<file path="src/rtl/add_pipe_seg_if.sv">
// Handshake and data bundle for the segmented adder pipeline.
// The issuing unit drives the master modport; the adder sits on the slave side.
interface add_pipe_seg_if #(
    parameter int DATA_LEN = 32,
    parameter int TAG_LEN  = 4
);
    logic                in_valid;
    logic                in_ready;
    logic [DATA_LEN-1:0] OP_A;
    logic [DATA_LEN-1:0] OP_B;
    logic                Cin;
    logic                sub;
    logic [TAG_LEN-1:0]  in_tag;
    logic                out_valid;
    logic                out_ready;
    logic [DATA_LEN-1:0] Sum;
    logic                Cout;
    logic                ovf;
    logic                zero;
    logic [TAG_LEN-1:0]  out_tag;

    modport master (
        output in_valid, OP_A, OP_B, Cin, sub, in_tag, out_ready,
        input  in_ready, out_valid, Sum, Cout, ovf, zero, out_tag
    );

    modport slave (
        input  in_valid, OP_A, OP_B, Cin, sub, in_tag, out_ready,
        output in_ready, out_valid, Sum, Cout, ovf, zero, out_tag
    );
endinterface

</file>
<file path="src/rtl/add_pipe_seg.sv">
// Pipelined segmented adder/subtractor. Stage k resolves bits
// [k*SEG_LEN +: SEG_LEN]; the last stage register doubles as the output
// register, so Sum/Cout/ovf/zero/out_tag are all flop outputs. The whole
// pipeline advances together whenever the output slot is empty or being taken.
module add_pipe_seg #(
    parameter int DATA_LEN = 32,
    parameter int SEG_LEN  = 8,
    parameter int TAG_LEN  = 4
) (
    input  logic          clk,
    input  logic          rst,
    input  logic          flush,
    add_pipe_seg_if.slave bus
);
    localparam int NSEG = DATA_LEN / SEG_LEN;
    localparam int LAST = NSEG - 1;

    // Per-stage state: operands travel with the op so later stages can pick
    // their own segment; already-resolved sum segments accumulate in s_r.
    logic [DATA_LEN-1:0] a_r   [NSEG];
    logic [DATA_LEN-1:0] b_r   [NSEG];
    logic [DATA_LEN-1:0] s_r   [NSEG];
    logic                c_r   [NSEG];
    logic                v_r   [NSEG];
    logic [TAG_LEN-1:0]  tag_r [NSEG];
    logic                ovf_r;
    logic                zero_r;

    // Stage inputs (what each stage will capture on an advancing edge).
    logic [DATA_LEN-1:0] a_in_s   [NSEG];
    logic [DATA_LEN-1:0] b_in_s   [NSEG];
    logic [DATA_LEN-1:0] s_in_s   [NSEG];
    logic                c_in_s   [NSEG];
    logic                v_in_s   [NSEG];
    logic [TAG_LEN-1:0]  tag_in_s [NSEG];

    // Stage results.
    logic [SEG_LEN:0]    seg_sum_s [NSEG];
    logic [DATA_LEN-1:0] s_nxt_s   [NSEG];
    logic                c_nxt_s   [NSEG];
    logic                ovf_nxt_s;
    logic                zero_nxt_s;
    logic                en_s;

    // The pipeline moves only when the output slot is free or being drained.
    assign en_s = !v_r[LAST] || bus.out_ready;

    // Stage 0 takes the new operation (B already inverted for subtract);
    // every later stage takes the registers of the stage before it.
    always_comb begin
        a_in_s[0]   = bus.OP_A;
        b_in_s[0]   = bus.sub ? ~bus.OP_B : bus.OP_B;
        s_in_s[0]   = {DATA_LEN{1'b0}};
        c_in_s[0]   = bus.Cin;
        v_in_s[0]   = bus.in_valid;
        tag_in_s[0] = bus.in_tag;
        for (int k = 1; k < NSEG; k++) begin
            a_in_s[k]   = a_r[k-1];
            b_in_s[k]   = b_r[k-1];
            s_in_s[k]   = s_r[k-1];
            c_in_s[k]   = c_r[k-1];
            v_in_s[k]   = v_r[k-1];
            tag_in_s[k] = tag_r[k-1];
        end
    end

    // Each stage adds its own segment with the incoming carry and splices the
    // result into the partial sum it carries forward.
    always_comb begin
        for (int k = 0; k < NSEG; k++) begin
            seg_sum_s[k] = {1'b0, a_in_s[k][k*SEG_LEN +: SEG_LEN]}
                         + {1'b0, b_in_s[k][k*SEG_LEN +: SEG_LEN]}
                         + {{SEG_LEN{1'b0}}, c_in_s[k]};
            s_nxt_s[k] = s_in_s[k];
            s_nxt_s[k][k*SEG_LEN +: SEG_LEN] = seg_sum_s[k][SEG_LEN-1:0];
            c_nxt_s[k] = seg_sum_s[k][SEG_LEN];
        end
    end

    // Flags are formed as the final segment resolves so they register with Sum.
    always_comb begin
        ovf_nxt_s  = (a_in_s[LAST][DATA_LEN-1] == b_in_s[LAST][DATA_LEN-1])
                  && (s_nxt_s[LAST][DATA_LEN-1] != a_in_s[LAST][DATA_LEN-1]);
        zero_nxt_s = ~|s_nxt_s[LAST];
    end

    // Pipeline registers: reset clears everything, flush drops valid bits only,
    // and data moves only alongside a valid op so bubbles never disturb Sum.
    always_ff @(posedge clk) begin
        if (rst) begin
            for (int k = 0; k < NSEG; k++) begin
                v_r[k]   <= 1'b0;
                a_r[k]   <= {DATA_LEN{1'b0}};
                b_r[k]   <= {DATA_LEN{1'b0}};
                s_r[k]   <= {DATA_LEN{1'b0}};
                c_r[k]   <= 1'b0;
                tag_r[k] <= {TAG_LEN{1'b0}};
            end
            ovf_r  <= 1'b0;
            zero_r <= 1'b0;
        end else if (flush) begin
            for (int k = 0; k < NSEG; k++) begin
                v_r[k] <= 1'b0;
            end
        end else if (en_s) begin
            for (int k = 0; k < NSEG; k++) begin
                v_r[k] <= v_in_s[k];
                if (v_in_s[k]) begin
                    a_r[k]   <= a_in_s[k];
                    b_r[k]   <= b_in_s[k];
                    s_r[k]   <= s_nxt_s[k];
                    c_r[k]   <= c_nxt_s[k];
                    tag_r[k] <= tag_in_s[k];
                end
            end
            if (v_in_s[LAST]) begin
                ovf_r  <= ovf_nxt_s;
                zero_r <= zero_nxt_s;
            end
        end
    end

    assign bus.in_ready  = en_s;
    assign bus.out_valid = v_r[LAST];
    assign bus.Sum       = s_r[LAST];
    assign bus.Cout      = c_r[LAST];
    assign bus.ovf       = ovf_r;
    assign bus.zero      = zero_r;
    assign bus.out_tag   = tag_r[LAST];
endmodule

</file>
<file path="src/flat_wrapper.sv">
// flat-port wrapper written by rule: the top's interface ports become plain ports
module add_pipe_seg_flat 
#(
    parameter int DATA_LEN = 32,
    parameter int SEG_LEN  = 8,
    parameter int TAG_LEN  = 4
)
  (clk, rst, flush, bus_in_valid, bus_OP_A, bus_OP_B, bus_Cin, bus_sub, bus_in_tag, bus_out_ready, bus_in_ready, bus_out_valid, bus_Sum, bus_Cout, bus_ovf, bus_zero, bus_out_tag);
  add_pipe_seg_if #(.DATA_LEN(DATA_LEN), .TAG_LEN(TAG_LEN)) bus_i ();
  input  logic clk;
  input  logic rst;
  input  logic flush;
  input wire logic [$bits(bus_i.in_valid)-1:0] bus_in_valid;
  input wire logic [$bits(bus_i.OP_A)-1:0] bus_OP_A;
  input wire logic [$bits(bus_i.OP_B)-1:0] bus_OP_B;
  input wire logic [$bits(bus_i.Cin)-1:0] bus_Cin;
  input wire logic [$bits(bus_i.sub)-1:0] bus_sub;
  input wire logic [$bits(bus_i.in_tag)-1:0] bus_in_tag;
  input wire logic [$bits(bus_i.out_ready)-1:0] bus_out_ready;
  output wire logic [$bits(bus_i.in_ready)-1:0] bus_in_ready;
  output wire logic [$bits(bus_i.out_valid)-1:0] bus_out_valid;
  output wire logic [$bits(bus_i.Sum)-1:0] bus_Sum;
  output wire logic [$bits(bus_i.Cout)-1:0] bus_Cout;
  output wire logic [$bits(bus_i.ovf)-1:0] bus_ovf;
  output wire logic [$bits(bus_i.zero)-1:0] bus_zero;
  output wire logic [$bits(bus_i.out_tag)-1:0] bus_out_tag;
  assign bus_i.in_valid = bus_in_valid;
  assign bus_i.OP_A = bus_OP_A;
  assign bus_i.OP_B = bus_OP_B;
  assign bus_i.Cin = bus_Cin;
  assign bus_i.sub = bus_sub;
  assign bus_i.in_tag = bus_in_tag;
  assign bus_i.out_ready = bus_out_ready;
  assign bus_in_ready = bus_i.in_ready;
  assign bus_out_valid = bus_i.out_valid;
  assign bus_Sum = bus_i.Sum;
  assign bus_Cout = bus_i.Cout;
  assign bus_ovf = bus_i.ovf;
  assign bus_zero = bus_i.zero;
  assign bus_out_tag = bus_i.out_tag;
  add_pipe_seg #(.DATA_LEN(DATA_LEN), .SEG_LEN(SEG_LEN), .TAG_LEN(TAG_LEN)) u_core (.clk(clk), .rst(rst), .flush(flush), .bus(bus_i));
endmodule
</file>
<file path="config.mk">
export PLATFORM = sky130hd
export DESIGN_NAME = add_pipe_seg_flat
export DESIGN_NICKNAME = d
export VERILOG_FILES = /design/src/rtl/add_pipe_seg_if.sv /design/src/rtl/add_pipe_seg.sv /design/src/flat_wrapper.sv
export SDC_FILE = /design/constraint.sdc
export NUM_CORES = 1
export LEC_CHECK = 0
export ABC_AREA = 1
export CAP_MARGIN = 20
export CELL_PAD_IN_SITES_DETAIL_PLACEMENT = 1
export CELL_PAD_IN_SITES_GLOBAL_PLACEMENT = 1
export CORE_MARGIN = 2
export CORE_UTILIZATION = 24
export CTS_BUF_LIST = sky130_fd_sc_hd__clkbuf_4 sky130_fd_sc_hd__clkbuf_8
export DETAILED_ROUTE_END_ITERATION = 10
export HOLD_SLACK_MARGIN = 0.02
export PLACE_DENSITY = 0.58
export SLEW_MARGIN = 20
export SYNTH_ARGS = -nofsm -noshare
export SYNTH_HDL_FRONTEND = slang
export SYNTH_SLANG_ARGS = --single-unit
</file>
<file path="constraint.sdc">
create_clock -name clk -period 5.95 [get_ports clk]
set_input_delay 1.19 -clock clk [delete_from_list [all_inputs] [get_ports clk]]
set_output_delay 1.19 -clock clk [all_outputs]
set_load 0.05 [all_outputs]
</file>
==> results.yml <==
run_status:
  status: "completed"
worst_setup_path:
  worst_ep_arrival_time_ns: 2.55
  timing.rr.end: "u_core.s_r[1][5]$_SDFFCE_PN0P_"
  r2r_start: "u_core.v_r[3]$_SDFFCE_PN0P_"
  cp-start-kind: "input port"
  required_ns: 4.76
  path_max_fanout: 2
  worstSetupPathType: "in2out"
  end_kind: "primary output"
  worst_r2r_path_depth: 10
  reg2reg_slack_ns: 3.40
clocking:
  cts_resized: 0
  cts_root_buffer: "clkbuf_8"
  clock_sinks: 202
  clockBufferDepth: 3
  cts_tree: "built"
  postCtsSetupRepairBufs: 0
  ctsHoldBuffers: 0
  cts_made_buffers: 31
  clk_latency_ns: 0.58
  clk_pin_slew_ns: 0.06
  htreeDepth: 1
worst_hold_path:
  hold_class: "reg2reg"
  min-delay-start: "u_core.bus.ovf$_SDFFE_PP0P_"
  worstHoldEndpoint: "u_core.bus.ovf$_SDFFE_PP0P_"
  holdPathStages: 2
route:
  routed_wl_mm: 19.93
  drt_iter0_drc: 176
  num_vias: 5804
  drc: 0
  drt-pass1-iter-count: 4
  final_antenna_net_count: 0
  detail_route.wl_per_cell_um: 12.94
  vias_per_cell: 3.769
placement:
  routabilityCongestion: 0.7201
  post-dp-hpwl_mm: 15.18
  place_area_um2: 11300
  port_buffers: 115
  post-place-ws_ns: 2.096
  dpl.cell_count: 1484
power:
  swShare: 0.2420
  p_seq_frac: 0.525
  leakage_nw: 4.782
  clkPwrFrac: 0.359
  internal-power_mw: 2.407
  power_frac_comb: 0.116
  ir_drop_v: 0.0001263
  switchingPower_mw: 0.7686
  powerDensity_nw_per_um2: 266.4
floorplanning:
  ios: 116
  initial_utilization: 0.2424
  rows: 73
  dieArea_um2: 41570
  core_area_um2: 39550
  die_w_um: 203.9
  die_height_um: 203.9
global_route:
  gr-usage-met2: 0.1675
  grt_overflow: 0
  busiest_layer: "met2"
  grt_pass1_vias: 6271
  grt_usage: 0.09818
  grt_start_max_net_pins: 62
  grt_use_met1: 0.1244
  grt_first_pass_wirelength_mm: 32.67
  grtUsageMet3: 0.02073
  antenna_found_initial: 0
flow_run:
  drv_cap: 0
finish:
  fin_util: 0.3014
  fillCellCount: 4420
  nNetsFinal: 1103
  layout-drive-gt1-share: 0.1025
  antenna_cells: 0
  stdcell_area_um2: 11920
  syn2layout_area_growth_pct: 24.31
  stdcell_count: 1540
timing:
  skew_ns: 0.007529
  setup_slack_ns: 2.207
  setup_tns_ns: 0
  rsz0062_at_grt: "false"
  post-route-period-util: 0.6291
  max_freq_ghz: 0.2672
  hold_violations: 0
  slew_headroom: 0.3766
  finalSetupViolations: 0
  period_needed_ns: 3.743
  slew_viol_final: 0
  worst_slew_pin_slew_ns: 0.9352
yosys:
  yosysMostFrequentCell: "edfxtp_1"
  synth_seq_cells: 202
  synth_area_per_cell_um2: 11.16
  syn-num-nets: 970
  yosys_warnings: 0
  ys.flop_type: "edfxtp_1"
  synthArstFlopShare: 0
  seq_area_frac_synth: 0.6295
  synth_edf_count: 199
  synth_common_cells: "edfxtp_1 (199), inv_1 (189), nor2_1 (168), nand2_1 (62), a21oi_1 (46)"
  synth_top_area_share: 0.6233
  syn_area_um2: 9588
  yosysTopAreaCell: "edfxtp_1"
  synth_cells: 859
  synth.distinct_cells: 27
  synth_area_leaders: "edfxtp_1 (62%), inv_1 (7.4%), nor2_1 (6.6%)"
-- power groups by stage --
| stage | logic [mW] | clock network [mW] | registers [mW] |
|---|---|---|---|
| 2_1_floorplan | 0.200 | 0 | 1.73 |
| 3_3_place_gp | 0.370 | 0 | 1.70 |
| 4_1_cts | 0.378 | 1.20 | 1.67 |
| 5_1_grt | 0.413 | 1.25 | 1.68 |
| 6_report | 0.367 | 1.14 | 1.67 |
| 3_5_place_dp | 0.376 | 0 | 1.70 |
-- worst max-delay path by stage --
stage,to,cells after the start,from
5_1_grt,bus_in_ready,4,bus_out_ready
2_1_floorplan,u_core.a_r[0][48]$_SDFFCE_PN0P_,4,bus_out_ready
6_report,bus_in_ready,4,bus_out_ready
4_1_cts,bus_in_ready,4,bus_out_ready
3_5_place_dp,u_core.s_r[1][5]$_SDFFCE_PN0P_,9,flush
3_3_place_gp,u_core.s_r[1][1]$_SDFFCE_PN0P_,10,bus_out_ready
-- metal layers --
layer | vias to the layer above | wire [µm]
met3 | 23 | 1079
li1 | 2996 | -
met5 | - | 0
met4 | 0 | 376
met1 | 2682 | 9008
met2 | 103 | 9462
-- cells in the final DEF (no fill, tap or decap), drive strengths merged --
cell           instances
clkdlybuf4s50        114
nor2                 204
edfxtp               199
bufinv                 1
buf                    7
xnor2                 26
a21oi                 46
clkinv                10
nor3                   1
nand3b                 1
clkbuf                45
dfxtp                  3
nand4                 11
o21a                   6
fa                     8
or2                    2
o21ai                 20
nand2                 62
xor2                   9
inv                  194
a22oi                  1
ha                    28
nand3                 16
clkinvlp               1
-- worst max-delay path: stages --
cell and delay (ns):
clkdlybuf4s50_1 0.47, nor2_2 0.06, inv_1 0.05, clkdlybuf4s50_1 0.78
-- kinds of logic (layout without fill, tap and decap cells) --
kind of cell	count (synthesis)	after routing	synth area share
AND/OR/NAND/NOR	297	297	0.1509
buffers and inverters	216	372	0.09448
adder cells (fa/ha/maj)	36	36	0.05324
AO/OA/AOI/OAI	73	73	0.03993
XOR/XNOR	35	35	0.03197
flip-flops	202	202	0.6295
-- state kept, by name, indices dropped and copies added (netlist names) --
name	flops
u_core.a_r	48
u_core.b_r	48
u_core.bus.ovf	1
u_core.bus.zero	1
u_core.c_r	4
u_core.s_r	80
u_core.tag_r	16
u_core.v_r	4
-- metrics by stage --
stage | hold slack [ns] | power [mW]
2_1_floorplan | 0.4489 | 1.934
3_3_place_gp | 0.4618 | 2.067
3_5_place_dp | 0.4734 | 2.075
4_1_cts | 0.4841 | 3.245
5_1_grt | 0.5073 | 3.338
6_report | 0.4764 | 3.176
-- cell type report --
class,instances,area [µm²],share of cell area
flip-flops and latches,202,6036,0.5064
repair buffers,121,1191,0.09994
inverters,195,735.7,0.06173
clock inverters,11,75.07,0.006299
clock buffers,45,544.3,0.04566
well taps,525,656.9,0.05511
multi-input cells,441,2680,0.2249
Power figures use the tool's default switching activity.
